### src/rtl/fsm_seq_sched.sv
// Two-source round-robin scheduler feeding one serial sequence detector; W-bit words go in MSB-first, per-bit hits come back as mask/count.
// Latency: transfer at edge 0 -> m_valid in cycle W+DET_LAT+1 (one cycle more with FSM_SEQ_SCHED_CLR_EN, which adds a detector-clear state).
// Backpressure: a result is held in DONE until m_ready; no source is granted until the result has been accepted.
module fsm_seq_sched #(
    parameter int W       = 8,
    parameter int DET_LAT = 1
) (
    input  logic                     sys_clk,
    input  logic                     sys_rst,
    input  logic                     s0_valid,
    input  logic [W-1:0]             s0_data,
    output logic                     s0_ready,
    input  logic                     s1_valid,
    input  logic [W-1:0]             s1_data,
    output logic                     s1_ready,
    output logic                     det_en,
    output logic                     det_in,
    output logic                     det_clr,
    input  logic                     det_out,
    output logic                     m_valid,
    input  logic                     m_ready,
    output logic                     m_id,
    output logic [W-1:0]             m_mask,
    output logic [$clog2(W+1)-1:0]   m_count
);

    localparam int CW      = $clog2(W + 1);
    localparam int CNT_MAX = (W > DET_LAT) ? W : DET_LAT;
    localparam int TW      = $clog2(CNT_MAX + 1);

    typedef enum logic [2:0] {
        IDLE  = 3'd0,
        CLR   = 3'd1,
        SHIFT = 3'd2,
        DRAIN = 3'd3,
        DONE  = 3'd4
    } state_t;

    state_t             state;
    state_t             state_nxt;
    logic [TW-1:0]      cnt;
    logic [W-1:0]       sreg;
    logic               last;      // source served most recently
    logic [DET_LAT-1:0] vpipe;     // marks detector responses that belong to SHIFT bits
    logic               gnt0;
    logic               gnt1;
    logic               xfer;
    logic               xfer_id;

    // Round-robin grant: a lone requester wins, a tie goes to the source not served last.
    always_comb begin
        gnt0     = s0_valid && (!s1_valid || last);
        gnt1     = s1_valid && (!s0_valid || !last);
        s0_ready = (state == IDLE) && gnt0;
        s1_ready = (state == IDLE) && gnt1;
        xfer     = (s0_valid && s0_ready) || (s1_valid && s1_ready);
        xfer_id  = s1_valid && s1_ready;
    end

    // State register.
    always_ff @(posedge sys_clk) begin
        if (sys_rst) begin
            state <= IDLE;
        end else begin
            state <= state_nxt;
        end
    end

    // Next-state and detector/result strobes.
    always_comb begin
        state_nxt = state;
        det_en    = 1'b0;
        det_in    = 1'b0;
        m_valid   = 1'b0;
`ifdef FSM_SEQ_SCHED_CLR_EN
        det_clr   = 1'b0;
`endif
        case (state)
            IDLE: begin
                if (xfer) begin
`ifdef FSM_SEQ_SCHED_CLR_EN
                    state_nxt = CLR;
`else
                    state_nxt = SHIFT;
`endif
                end
            end
`ifdef FSM_SEQ_SCHED_CLR_EN
            CLR: begin
                det_clr   = 1'b1;
                state_nxt = SHIFT;
            end
`endif
            SHIFT: begin
                det_en = 1'b1;
                det_in = sreg[W-1];
                if (cnt == '0) begin
                    state_nxt = DRAIN;
                end
            end
            DRAIN: begin
                det_en = 1'b1;
                if (cnt == '0) begin
                    state_nxt = DONE;
                end
            end
            DONE: begin
                m_valid = 1'b1;
                if (m_ready) begin
                    state_nxt = IDLE;
                end
            end
            default: begin
                state_nxt = IDLE;
            end
        endcase
    end

`ifndef FSM_SEQ_SCHED_CLR_EN
    // Without the clear state the detector runs as one continuous stream.
    assign det_clr = 1'b0;
`endif

    // Datapath: word latch, bit/drain counter, response tagging and hit accumulation.
    always_ff @(posedge sys_clk) begin
        if (sys_rst) begin
            sreg    <= '0;
            cnt     <= '0;
            last    <= 1'b1;
            m_id    <= 1'b0;
            m_mask  <= '0;
            m_count <= '0;
            vpipe   <= '0;
        end else begin
            // Only bits driven in SHIFT are tagged; drain responses fall off the end.
            for (int i = DET_LAT - 1; i > 0; i--) begin
                vpipe[i] <= vpipe[i-1];
            end
            vpipe[0] <= (state == SHIFT);

            if (vpipe[DET_LAT-1]) begin
                m_mask  <= {m_mask[W-2:0], det_out};
                m_count <= m_count + CW'(det_out);
            end

            case (state)
                IDLE: begin
                    if (xfer) begin
                        sreg    <= xfer_id ? s1_data : s0_data;
                        m_id    <= xfer_id;
                        last    <= xfer_id;
                        m_mask  <= '0;
                        m_count <= '0;
                        cnt     <= TW'(W - 1);
                        vpipe   <= '0;
                    end
                end
                SHIFT: begin
                    sreg <= sreg << 1;
                    if (cnt == '0) begin
                        cnt <= TW'(DET_LAT - 1);
                    end else begin
                        cnt <= cnt - 1'b1;
                    end
                end
                DRAIN: begin
                    if (cnt != '0) begin
                        cnt <= cnt - 1'b1;
                    end
                end
                default: begin
                end
            endcase
        end
    end

endmodule

### config.mk
export PLATFORM = sky130hd
export DESIGN_NAME = fsm_seq_sched
export DESIGN_NICKNAME = d
export VERILOG_FILES = /design/src/rtl/fsm_seq_sched.sv
export SDC_FILE = /design/constraint.sdc
export NUM_CORES = 1
export LEC_CHECK = 0
export ABC_AREA = 1
export CELL_PAD_IN_SITES_DETAIL_PLACEMENT = 0
export CELL_PAD_IN_SITES_GLOBAL_PLACEMENT = 1
export CORE_MARGIN = 2
export CORE_UTILIZATION = 36
export CTS_BUF_LIST = sky130_fd_sc_hd__clkbuf_4 sky130_fd_sc_hd__clkbuf_8
export CTS_CLUSTER_SIZE = 20
export DETAILED_ROUTE_END_ITERATION = 16
export PLACE_DENSITY = 0.82
export SLEW_MARGIN = 20
export SYNTH_ARGS = -nofsm -noshare
export SYNTH_HDL_FRONTEND = slang
export SYNTH_SLANG_ARGS = --single-unit
### constraint.sdc
create_clock -name sys_clk -period 1.7 [get_ports sys_clk]
set_input_delay 0.51 -clock sys_clk [delete_from_list [all_inputs] [get_ports sys_clk]]
set_output_delay 0.51 -clock sys_clk [all_outputs]
set_load 0.1 [all_outputs]
### Word-level counts from Yosys, hierarchy flattened

Cells that the tools add are included.
Widths: inputs -> output; s select.

| word-level totals | value |
|---|---|
| flip-flop bits (word level) | 30 |
| input bits | 22 |
| output and inout port bits | 19 |
| word-level logic and storage cells | 63 |

| cells by class | value |
|---|---|
| $add $sub $neg | 2 |
| equal/unequal tests | 8 |
| multiplexer cells | 23 |
| reduce and logical (&&, ||, !) cells | 22 |

Operators with widths:

| operator | number |
|---|---|
| $mux 8 | 5 |
| $mux 4 | 6 |
| $pmux 8 s2 | 1 |
| $mux 3 | 4 |
| $pmux 3 s4 | 1 |
| $pmux 4 s3 | 1 |
| $ne 2x2->1 const B | 5 |
| $eq 3x2->1 const B | 2 |
| $logic_and 1x1->1 | 6 |
| $mux 1 | 5 |
| $add 4x1->4 | 1 |
| $logic_not 4->1 | 1 |
| $reduce_and 2->1 | 2 |
| $reduce_and 4->1 | 1 |
| $reduce_bool 4->1 | 1 |
| $sub 4x1->4 const B | 1 |
| $eq 3x3->1 const B | 1 |
| $logic_not 1->1 | 3 |
| $logic_not 3->1 | 1 |
| $logic_or 1x1->1 | 3 |
| $reduce_and 3->1 | 1 |
| $reduce_bool 3->1 | 1 |
| $reduce_bool 2->1 | 1 |
| $reduce_or 2->1 | 1 |

### Depth between registers and ports, before layout

Gate-level depths: netlist (run 1).

| depth | value |
|---|---|
| depth after elaboration | 8 |
| gate-level depth with buffers | 9 |
| mapped depth without buffers | 9 |

### Worst setup path after synthesis (run 1)

Ideal clock, no wire load.

| path | value |
|---|---|
| path kind | reg-to-reg |
| start | register state[2] |
| end | register cnt[3] |
| arrival time | 3.144 ns |
| required time | 1.636 ns |
| slack | -1.508 ns |
| cell stages (with the launch flop) | 7 |
| clock period less this slack | 3.208 ns |
| path through | dfxtp_1 inv_1 nor3_1 nand2_1 nand4_1 nand2_1 nor2_1 |

| on the way | value |
|---|---|
| word-level cells in the longest chain between the ends | 6 |

Ends and longest elaborated chain:

| what | line | text |
|---|---|---|
| start: declaration | 39 | `state_t state;` |
| start signal: assignment | 65 | `state <= state_nxt;` |
| $logic_not 3->1 | 54, 55, 146 |  |
| $logic_and 1x1->1 (on tied branches) | 54, 55 |  |
| $logic_and 1x1->1 | 56 | `xfer = (s0_valid && s0_ready) \|\| (s1_valid && s1_ready);` |
| $logic_or 1x1->1 | 56 |  |
| $ne 2x2->1 (no line) | n/a |  |
| $reduce_and 3->1 (no line) | n/a |  |
| end signal: assignment | 154 | `cnt <= TW'(W - 1);` |
| end signal: assignment | 161 | `cnt <= TW'(DET_LAT - 1);` |
| end signal: assignment | 163 | `cnt <= cnt - 1'b1;` |
| end: declaration | 41 | `logic [TW-1:0] cnt;` |

Parallel ways exist; a longest one is shown, timed or not.
A chain may end at the register's enable or synchronous reset.

### Worst setup path in the final report (run 1)

| path | value |
|---|---|
| start | register state[0] |
| end | output port m_valid |

| on the way | value |
|---|---|
| word-level cells in the longest chain between the ends | 2 |

Ends and longest elaborated chain:

| what | line | text |
|---|---|---|
| $eq 3x3->1 | 78 | `case (state)` |
| $mux 1 | 78 |  |
| end: declaration | 20 | `output logic m_valid,` |

No other way between the ends.

==> impl_metrics.py, run 1 <==
metrics = {
    "clock_tree": {
        "holdBufCountCts": 0,
        "cts_tree": "built",
        "tritoncts_buffer_count": 5,
        "cts-root-to-sink-buffers": 2,
        "tritoncts_num_sinks": 30,
        "clock_tree.root_cell": "sky130_fd_sc_hd__clkbuf_8",
        "cts.reportedPaths.clkPinSlew_ns": 0.07,
        "cts.htree.levels": 2,
        "clk_latency_ns": 0.29,
    },
    "routing": {
        "route.detailed.vias_per_inst": 4.55,
        "detail_route.iter0.violations": 41,
        "detailroute.via_count": 1578,
        "drc_violation_count_after_routing": 0,
        "route.final.wire_length_mm": 3.83,
        "wire_per_inst_um": 11.0,
        "ant_nets": 0,
        "firstDrtPassIters": 5,
    },
    "floorplanning": {
        "design.die.area_um2": 5010,
        "fp-row-count": 24,
        "dieHeight_um": 70.8,
        "core_area_um2": 4320,
        "die_width_um": 70.8,
        "pin_count": 41,
        "start_util_pct": 37.2,
    },
    "worst_setup_path": {
        "critPathSlowestCell": "sky130_fd_sc_hd__dfxtp_4",
        "critPathKind": "reg -> out",
        "timing.critical_path.from_type": "flop",
        "worstSetupEndpointType": "primary output",
        "cp_top_family": "flip-flops",
        "worstPathCellList": "buf_4, nor3_4, buf_12",
        "worstPathArrival_ns": 1.23,
        "worstPathMaxFanout": 3,
        "crit_buf_inv": 2,
        "cp_data_required_time_ns": 1.19,
        "max_stage_delay_ns": 0.36,
    },
    "cells_and_area": {
        "num-nets-final": 320,
        "drive_above_1_share_pct": 31.2,
        "final_cell_area_um2": 2700,
        "antenna-diode-count": 0,
        "final_cells": 347,
        "mostFrequentLayoutCell": "sky130_fd_sc_hd__nand2_1",
        "syn_to_final_growth_pct": 68.1,
        "commonest_cells_after_routing_fill_and_taps_aside": "54 x sky130_fd_sc_hd__nand2_1, 30 x sky130_fd_sc_hd__buf_4, 27 x sky130_fd_sc_hd__nand3_1",
    },
    "status": {
        "violations": "setup timing",
        "run_status": "finished with violations",
    },
    "timing": {
        "final_min_period_over_clock_period_pct": 102,
        "maxSlewViolCount": 0,
        "unrepaired_setup_endpoints_after_global_routing": "true",
        "setup-tns-final_ns": -0.138,
        "report.final.hold_viol_count": 0,
        "worst_case_hold_slack_ns": 0.484,
        "setup_viol": 4,
        "fin_worst_skew_ns": 0.00497,
        "finalCriticalPeriod_ns": 1.74,
        "final.setup.worst_slack_ns": -0.0424,
        "fmaxAchievable_mhz": 574,
    },
    "synthesis": {
        "yosys.cell_types.count": 28,
        "syn_avg_cell_area_um2": 7.27,
        "seq_area_frac_synth_pct": 37.4,
        "postSynth.topFlopCell": "sky130_fd_sc_hd__dfxtp_1",
        "synth_enable_flop_cells": 0,
        "synth.cell_area_um2": 1610,
        "post_synthesis_async_set_or_reset_flop_share_pct": 0,
        "synthesis.nets": 247,
        "postSynthCellCount": 221,
        "ys.warnings.count": 0,
        "number_of_register_bits_inferred_by_synthesis": 30,
    },
    "power_and_ir_drop": {
        "leakage_power_nw": 1.19,
        "power-per-cell-area_nw_per_um2": 1060,
        "worst_ir_drop_vdd_mv": 0.507,
    },
    "placed_design": {
        "globalplace.congestion": 0.772,
        "place_area_um2": 2420,
        "numPlacedInstances": 326,
        "io_buffers": 39,
        "dpl.hpwl_mm": 2.79,
    },
    "global_routing": {
        "grt_usage_pct": 16.5,
        "grt_antenna_before_repair": 0,
        "grt_pass1_wl_mm": 6.60,
        "first_global_vias": 1538,
        "global_route_total_overflow": 0,
        "grt_max_degree": 13,
    },
    "min_path": {
        "worst_hold_path_type": "reg -> reg",
    },
    "job": {
        "max_cap_viol_count": 0,
    },
}
-- flip-flops by register name (all words and copies together) (netlist names) --
register	count
state	3
sreg	8
last	1
vpipe	1
m_mask	8
m_id	1
m_count	4
cnt	4
-- stage by stage --
| step | power [mW] | utilization, % | worst slack (ns) |
|---|---|---|---|
| floorplan | 1.50 | - | -0.0280 |
| global placement | 1.85 | 56.0 | -0.399 |
| detailed placement | 1.86 | 56.0 | -0.401 |
| CTS | 2.85 | 61.6 | -0.0610 |
| global route | 3.01 | 62.5 | -0.0964 |
| finish | 2.86 | 62.5 | -0.0424 |
-- where the power goes --
group	switching, mW	internal, mW	total (mW)
Sequential	0.0598	0.782	0.841
Combinational	0.635	0.476	1.11
Clock	0.280	0.625	0.905
Total	0.975	1.88	2.86
-- Yosys cell counts, types with 3 or more instances --
cell type                  number  share of area (%)
sky130_fd_sc_hd__a21oi_1        3               0.93
sky130_fd_sc_hd__a21oi_2        8                4.4
sky130_fd_sc_hd__dfxtp_1       30                 37
sky130_fd_sc_hd__ha_1           4                3.1
sky130_fd_sc_hd__inv_1         28                6.5
sky130_fd_sc_hd__nand2_1       57                 13
sky130_fd_sc_hd__nand2_2        3                1.2
sky130_fd_sc_hd__nand3_1       27                8.4
sky130_fd_sc_hd__nand4_1        6                2.3
sky130_fd_sc_hd__nor2_1        19                4.4
sky130_fd_sc_hd__o211ai_1       4                1.9
sky130_fd_sc_hd__o21bai_1       7                3.3
sky130_fd_sc_hd__xor2_1         3                1.6
-- area by class of cell --
type | instances | area, um^2
Fill cell | 400 | 1620
Multi-Input combinational cell | 154 | 920
Timing Repair Buffer | 72 | 840
Sequential cell | 30 | 613
Inverter | 31 | 121
Clock buffer | 6 | 82.6
Tap cell | 52 | 65.1
Clock inverter | 2 | 60.1
-- routing by layer --
| metal | track usage [%] | part of all wire, % | up-vias | wire length, um |
|---|---|---|---|---|
| met3 | 5.27 | 3.6 | 4 | 136 |
| li1 | - | - | 854 | - |
| met5 | 0 | 0 | - | 0 |
| met2 | 27.9 | 50 | 27 | 1910 |
| met1 | 20.1 | 46 | 693 | 1750 |
| met4 | 4.82 | 0.84 | 0 | 32 |
-- final timing paths --
path / startpoint / end / slack (ns) / cells after the start
worst max register to register: state[2] / sreg[2] / 0.13 / 12
worst min register to register: sreg[0] / sreg[0] / 0.48 / 2
worst max-delay path: state[0] / m_valid / -0.04 / 3
worst min-delay path: sreg[0] / sreg[0] / 0.48 / 2
-- cells by family after synthesis --
kind of cell    count (synthesis)  share of synthesized area [%]
simple gates                  121                           36.0
other cells                     1                          0.233
flops                          30                           37.4
xor+xnor                        3                           1.64
buf+inv                        37                           9.97
fa+ha+maj                       4                           3.12
compound gates                 25                           11.7
-- worst reg2reg max path, cell delays in order, from the launching register on --
cell,delay [ns]
sky130_fd_sc_hd__dfxtp_4,0.37
sky130_fd_sc_hd__nor2_4,0.18
sky130_fd_sc_hd__nand2_8,0.09
sky130_fd_sc_hd__nor2_8,0.11
sky130_fd_sc_hd__buf_4,0.12
sky130_fd_sc_hd__buf_4,0.11
sky130_fd_sc_hd__buf_6,0.11
sky130_fd_sc_hd__nor2_8,0.03
sky130_fd_sc_hd__buf_6,0.13
sky130_fd_sc_hd__nand3_1,0.07
sky130_fd_sc_hd__nand3_1,0.06
sky130_fd_sc_hd__nand2_1,0.06
sky130_fd_sc_hd__inv_1,0.03
-- repair_timing --
item	CTS	global route
gates resized for setup	11	5
pin swaps	7	8
endpoints found under the setup margin	23	5
buffers inserted	10	3
Note: power is estimated with default switching activity, not from simulation.
==> run 2, diff against run 1 <==
Settings changed: CORE_ASPECT_RATIO from default to 2, CTS_BUF_LIST sky130_fd_sc_hd__clkbuf_4 sky130_fd_sc_hd__clkbuf_8 to sky130_fd_sc_hd__clkbuf_4.
==> impl_metrics.py, run 2 (synthesis gave the netlist of run 1 again) <==
metrics = {
    "status": {
        "run_status": "finished with violations",
        "violations": "setup timing",
    },
    "worst_setup_path": {
        "regToRegEndpoint": "cnt[2]",
        "worstPathMaxFanout": 3,
        "max_stage_delay_ns": 0.37,
        "reg2regPathDepth": 9,
        "crit_buf_inv": 3,
        "r2r-start": "state[0]",
        "critical_path.endpoint": "det_in",
        "worstSetupEndpointType": "primary output",
        "worst_reg_to_reg_setup_slack_ns": 0.11,
        "cp_data_required_time_ns": 1.19,
        "worst_setup_path_startpoint": "state[0]",
        "cp_top_family": "flip-flops",
        "timing.critical_path.from_type": "flop",
        "worstPathArrival_ns": 1.29,
        "worstPathCellList": "inv_2, nand2_4, nor2_4, inv_2, nor2_4, buf_12",
        "crit_cells": 6,
        "critPathKind": "reg -> out",
        "critPathSlowestCell": "sky130_fd_sc_hd__dfxtp_4",
    },
    "placed_design": {
        "numPlacedInstances": 322,
        "globalplace.congestion": 0.774,
        "dpl.hpwl_mm": 3.33,
        "dp_worst_setup_slack_ns": -0.462,
        "io_buffers": 39,
    },
    "cells_and_area": {
        "num-nets-final": 313,
        "syn_to_final_growth_pct": 59.5,
        "layout_top_registers": "m_mask x8, sreg x8",
        "drive_above_1_share_pct": 29.6,
        "antenna-diode-count": 0,
        "final_cells": 341,
        "post-route-util_pct": 59.1,
        "commonest_cells_after_routing_fill_and_taps_aside": "53 x sky130_fd_sc_hd__nand2_1, 27 x sky130_fd_sc_hd__nand3_1, 26 x sky130_fd_sc_hd__dfxtp_1",
        "fillCellCount": 428,
        "mostFrequentLayoutCell": "sky130_fd_sc_hd__nand2_1",
    },
    "min_path": {
        "holdPathStages": 2,
        "worst_hold_path_type": "reg -> reg",
    },
    "power_and_ir_drop": {
        "power.switching_fraction_pct": 38.5,
        "share_clk_of_total_power_pct": 22.2,
        "power-per-cell-area_nw_per_um2": 959,
        "internal_power_mw": 1.51,
        "leakage_power_nw": 1.12,
        "worst_ir_drop_vdd_mv": 0.634,
        "power_spent_charging_and_discharging_nets_uw": 945,
        "comb_power_share_pct": 43.5,
        "sequential_power_share_pct": 34.3,
    },
    "timing": {
        "maxSlewViolCount": 0,
        "fmaxAchievable_mhz": 556,
        "unrepaired_setup_endpoints_after_global_routing": "true",
        "setup-tns-final_ns": -0.270,
        "finalCriticalPeriod_ns": 1.80,
        "setup_viol": 4,
        "final_min_period_over_clock_period_pct": 106,
        "worst_case_hold_slack_ns": 0.494,
        "final.setup.worst_slack_ns": -0.0998,
        "fin_worst_skew_ns": 0.00807,
        "report.final.hold_viol_count": 0,
    },
    "routing": {
        "ant_nets": 0,
        "firstDrtPassIters": 4,
        "route.final.wire_length_mm": 4.27,
        "drc_violation_count_after_routing": 0,
        "detailroute.via_count": 1672,
        "wire_per_inst_um": 12.5,
        "route.detailed.vias_per_inst": 4.90,
        "detail_route.iter0.violations": 7,
    },
    "clock_tree": {
        "cts-root-to-sink-buffers": 2,
        "tritoncts_num_sinks": 30,
        "holdBufCountCts": 0,
        "cts.htree.levels": 2,
        "cts.reportedPaths.clkPinSlew_ns": 0.10,
        "clock_tree.root_cell": "sky130_fd_sc_hd__clkbuf_4",
        "clk_latency_ns": 0.34,
        "tritoncts_buffer_count": 5,
        "cts_tree": "built",
    },
    "floorplanning": {
        "core_area_um2": 4340,
        "fp-row-count": 34,
        "design.die.area_um2": 5050,
        "start_util_pct": 37.0,
        "die_width_um": 51.2,
        "pin_count": 41,
        "dieHeight_um": 98.5,
    },
    "global_routing": {
        "grt_max_degree": 13,
        "grt_pass1_wl_mm": 7.20,
        "first_global_vias": 1689,
        "global_route_total_overflow": 0,
        "grt_usage_pct": 18.9,
        "grt_antenna_before_repair": 0,
    },
    "job": {
        "max_cap_viol_count": 0,
    },
}
==> run 2: stage by stage <==
stage | area, um^2 | power (mW)
2_1_floorplan | 1670 | 1.50
3_3_place_gp | 2370 | 1.83
3_5_place_dp | 2370 | 1.84
4_1_cts | 2520 | 2.44
5_1_grt | 2560 | 2.62
6_report | 2560 | 2.46
==> run 2: worst min-delay path: cells and delay by family, from the launching register on <==
family	cells	cell delay [ns]
AOI/OAI and AO/OA	1	0.06
DFF	1	0.33
and+or+nand+nor	1	0.07
==> run 2: cell type report <==
cell class | count | area, um^2 | area share (%)
Clock buffer | 5 | 37.5 | 1.46
Clock inverter | 2 | 33.8 | 1.32
Inverter | 31 | 121 | 4.74
Multi-Input combinational cell | 154 | 918 | 35.8
Sequential cell | 30 | 613 | 23.9
Tap cell | 54 | 67.6 | 2.64
Timing Repair Buffer | 65 | 771 | 30.1
==> run 2: power by group through the flow <==
stage                     combinational, mW  sequential, mW  clock [mW]
after floorplan                       0.593           0.909           0
final                                  1.07           0.841       0.545
after global placement                0.974           0.854           0
after CTS                              1.04           0.841       0.555
after global routing                   1.16           0.852       0.601
after detailed placement              0.982           0.855           0
==> run 2: metal layers <==
layer | track usage (%) | routed length [um] | vias up | part of all wire, %
li1 | - | - | 840 | -
met1 | 15.3 | 1360 | 781 | 32
met2 | 38.7 | 2610 | 35 | 61
met3 | 3.33 | 118 | 16 | 2.8
met4 | 10.5 | 180 | 0 | 4.2
met5 | 0 | 0 | - | 0
==> run 2: worst min path at each step <==
stage | start | endpoint
after floorplan | sreg[0] | sreg[0]
after global placement | sreg[0] | sreg[0]
after detailed placement | sreg[0] | sreg[0]
after CTS | sreg[0] | sreg[0]
after global routing | sreg[0] | sreg[0]
final | sreg[0] | sreg[0]
==> run 2: what timing repair did <==
item,CTS,global route
resized for setup,15,2
buffers inserted,7,5
pin swaps,8,6
setup endpoints to repair,28,5
==> run 3, diff against run 2 <==
Settings changed: CORE_UTILIZATION 36 to 38, PLACE_DENSITY 0.82 to 0.86.
Clock period 1.7 ns to 2.2 ns, I/O delays scaled along.
==> impl_metrics.py, run 3 (synthesis gave the netlist of run 1 again) <==
metrics = {
    "cells_and_area": {
        "num-nets-final": 304,
        "syn_to_final_growth_pct": 42.6,
        "fillCellCount": 404,
        "antenna-diode-count": 0,
        "layout_top_registers": "m_mask x8, sreg x8",
        "final_cells": 331,
        "commonest_cells_after_routing_fill_and_taps_aside": "56 x sky130_fd_sc_hd__nand2_1, 29 x sky130_fd_sc_hd__dfxtp_1, 28 x sky130_fd_sc_hd__inv_1, 28 x sky130_fd_sc_hd__buf_4, 27 x sky130_fd_sc_hd__nand3_1",
        "drive_above_1_share_pct": 24.4,
        "mostFrequentLayoutCell": "sky130_fd_sc_hd__nand2_1",
    },
    "worst_setup_path": {
        "critical_path.endpoint": "det_in",
        "worstPathArrival_ns": 1.43,
        "regToRegEndpoint": "m_count[0]",
        "worst_setup_path_startpoint": "state[2]",
        "worst_reg_to_reg_setup_slack_ns": 0.49,
        "worstPathMaxFanout": 10,
        "worstSetupEndpointType": "primary output",
        "cp_data_required_time_ns": 1.54,
        "r2r-start": "state[1]",
        "critPathKind": "reg -> out",
        "reg2regPathDepth": 9,
        "timing.critical_path.from_type": "flop",
    },
    "timing": {
        "fmaxAchievable_mhz": 477,
        "fin_worst_skew_ns": 0.00557,
        "unrepaired_setup_endpoints_after_global_routing": "false",
        "maxSlewViolCount": 0,
        "report.final.hold_viol_count": 0,
        "final_min_period_over_clock_period_pct": 95.2,
        "finalCriticalPeriod_ns": 2.09,
        "final.setup.worst_slack_ns": 0.106,
        "setup_viol": 0,
    },
    "global_routing": {
        "grt_usage_pct": 18.3,
        "grt_max_degree": 14,
        "first_global_vias": 1487,
        "global_route_total_overflow": 0,
        "grt_pass1_wl_mm": 6.55,
        "grt_antenna_before_repair": 0,
    },
    "min_path": {
        "holdCritStartpoint": "m_id",
        "worst_hold_path_type": "reg -> reg",
    },
    "floorplanning": {
        "die_width_um": 50.0,
        "core_area_um2": 4090,
        "design.die.area_um2": 4800,
        "pin_count": 41,
        "start_util_pct": 39.3,
        "dieHeight_um": 96.0,
        "fp-row-count": 33,
    },
    "power_and_ir_drop": {
        "leakage_power_nw": 1.04,
        "comb_power_share_pct": 40.5,
        "sequential_power_share_pct": 35.5,
        "power.switching_fraction_pct": 38.6,
        "power_spent_charging_and_discharging_nets_uw": 698,
        "share_clk_of_total_power_pct": 24.0,
        "internal_power_mw": 1.11,
        "worst_ir_drop_vdd_mv": 0.521,
        "power.total_mw": 1.81,
        "power-per-cell-area_nw_per_um2": 789,
    },
    "placed_design": {
        "numPlacedInstances": 320,
        "globalplace.congestion": 0.790,
        "dp_worst_setup_slack_ns": -0.0404,
        "io_buffers": 39,
        "dpl.hpwl_mm": 3.15,
    },
    "routing": {
        "highest-signal-layer": "met4",
        "dr_wl_met2_mm": 2.39,
        "wire_per_inst_um": 11.9,
        "detailroute.via_count": 1561,
        "route.detailed.vias_per_inst": 4.72,
        "route.layer.met1.wl_mm": 1.39,
        "route.final.wire_length_mm": 3.94,
        "firstDrtPassIters": 4,
        "ant_nets": 0,
        "drc_violation_count_after_routing": 0,
        "wl_met3_um": 104,
        "detail_route.iter0.violations": 33,
    },
    "clock_tree": {
        "cts.htree.levels": 2,
        "cts_tree": "built",
        "tritoncts_num_sinks": 30,
        "cts-root-to-sink-buffers": 2,
        "tritoncts_buffer_count": 5,
        "clk_latency_ns": 0.33,
        "clock_tree.root_cell": "sky130_fd_sc_hd__clkbuf_4",
        "cts.reportedPaths.clkPinSlew_ns": 0.10,
        "holdBufCountCts": 0,
    },
    "job": {
        "max_cap_viol_count": 0,
    },
    "status": {
        "run_status": "complete, no violations",
    },
}
## run 3: cell types whose count changed in the layout (fill, tap and decap cells not counted), sizes merged
cell and change:
dlygate4sd2 +2, buf -9, clkinv +1, clkdlybuf4s15 -2
## run 3: power groups by stage
| stage | sequential [mW] | combinational, mW | clock [mW] |
|---|---|---|---|
| 2_1_floorplan | 0.702 | 0.444 | 0 |
| 3_3_place_gp | 0.653 | 0.724 | 0 |
| 3_5_place_dp | 0.654 | 0.725 | 0 |
| 4_1_cts | 0.642 | 0.736 | 0.447 |
| 5_1_grt | 0.649 | 0.802 | 0.465 |
| 6_report | 0.642 | 0.732 | 0.434 |
## run 3: per-stage QoR
stage / cell area, um^2 / hold WS (ns) / TNS, ns / utilization [%]
floorplan: 1620 / 0.455 / 0 / -
global placement: 2180 / 0.453 / -0.0638 / 53.4
detailed placement: 2180 / 0.451 / -0.123 / 53.4
CTS: 2280 / 0.466 / 0 / 55.9
global route: 2290 / 0.488 / 0 / 56.0
finish: 2290 / 0.463 / 0 / 56.0
## run 3: worst min-delay path by stage
| stage | slack (ns) | end | cells past startpoint |
|---|---|---|---|
| floorplan | 0.45 | sreg[0] | 2 |
| global placement | 0.45 | m_id | 2 |
| detailed placement | 0.45 | m_id | 2 |
| CTS | 0.47 | m_id | 2 |
| global route | 0.49 | m_id | 2 |
| finish | 0.46 | m_id | 2 |
## run 3: cell type report
cell class	instances	area [um^2]	share of cell area [%]
Clock buffer	5	37.5	1.64
Clock inverter	3	40.0	1.75
Inverter	31	116	5.08
Multi-Input combinational cell	154	872	38.1
Sequential cell	30	602	26.3
Tap cell	52	65.1	2.84
Timing Repair Buffer	56	558	24.4
## run 3: worst max-delay path, cell delays in order (launching register included)
cell and delay [ns]:
sky130_fd_sc_hd__dfxtp_2 0.37, sky130_fd_sc_hd__inv_1 0.11, sky130_fd_sc_hd__nand2_1 0.09, sky130_fd_sc_hd__nor2_2 0.12, sky130_fd_sc_hd__inv_2 0.11, sky130_fd_sc_hd__nor2_4 0.12
sky130_fd_sc_hd__buf_12 0.18
## run 3: what timing repair did
item	4_1_cts	5_1_grt
hold endpoints to repair	0	0
setup endpoints to repair	3	1
cloned	0	0
pin swaps	5	0
buffers inserted	3	0
gates resized for setup	4	2
## run 3: layer usage
metal / track usage, % / vias to the layer above
met5: 0 / -
met4: 9.03 / 0
met3: 2.64 / 4
met2: 38.4 / 23
met1: 15.8 / 715
li1: - / 819
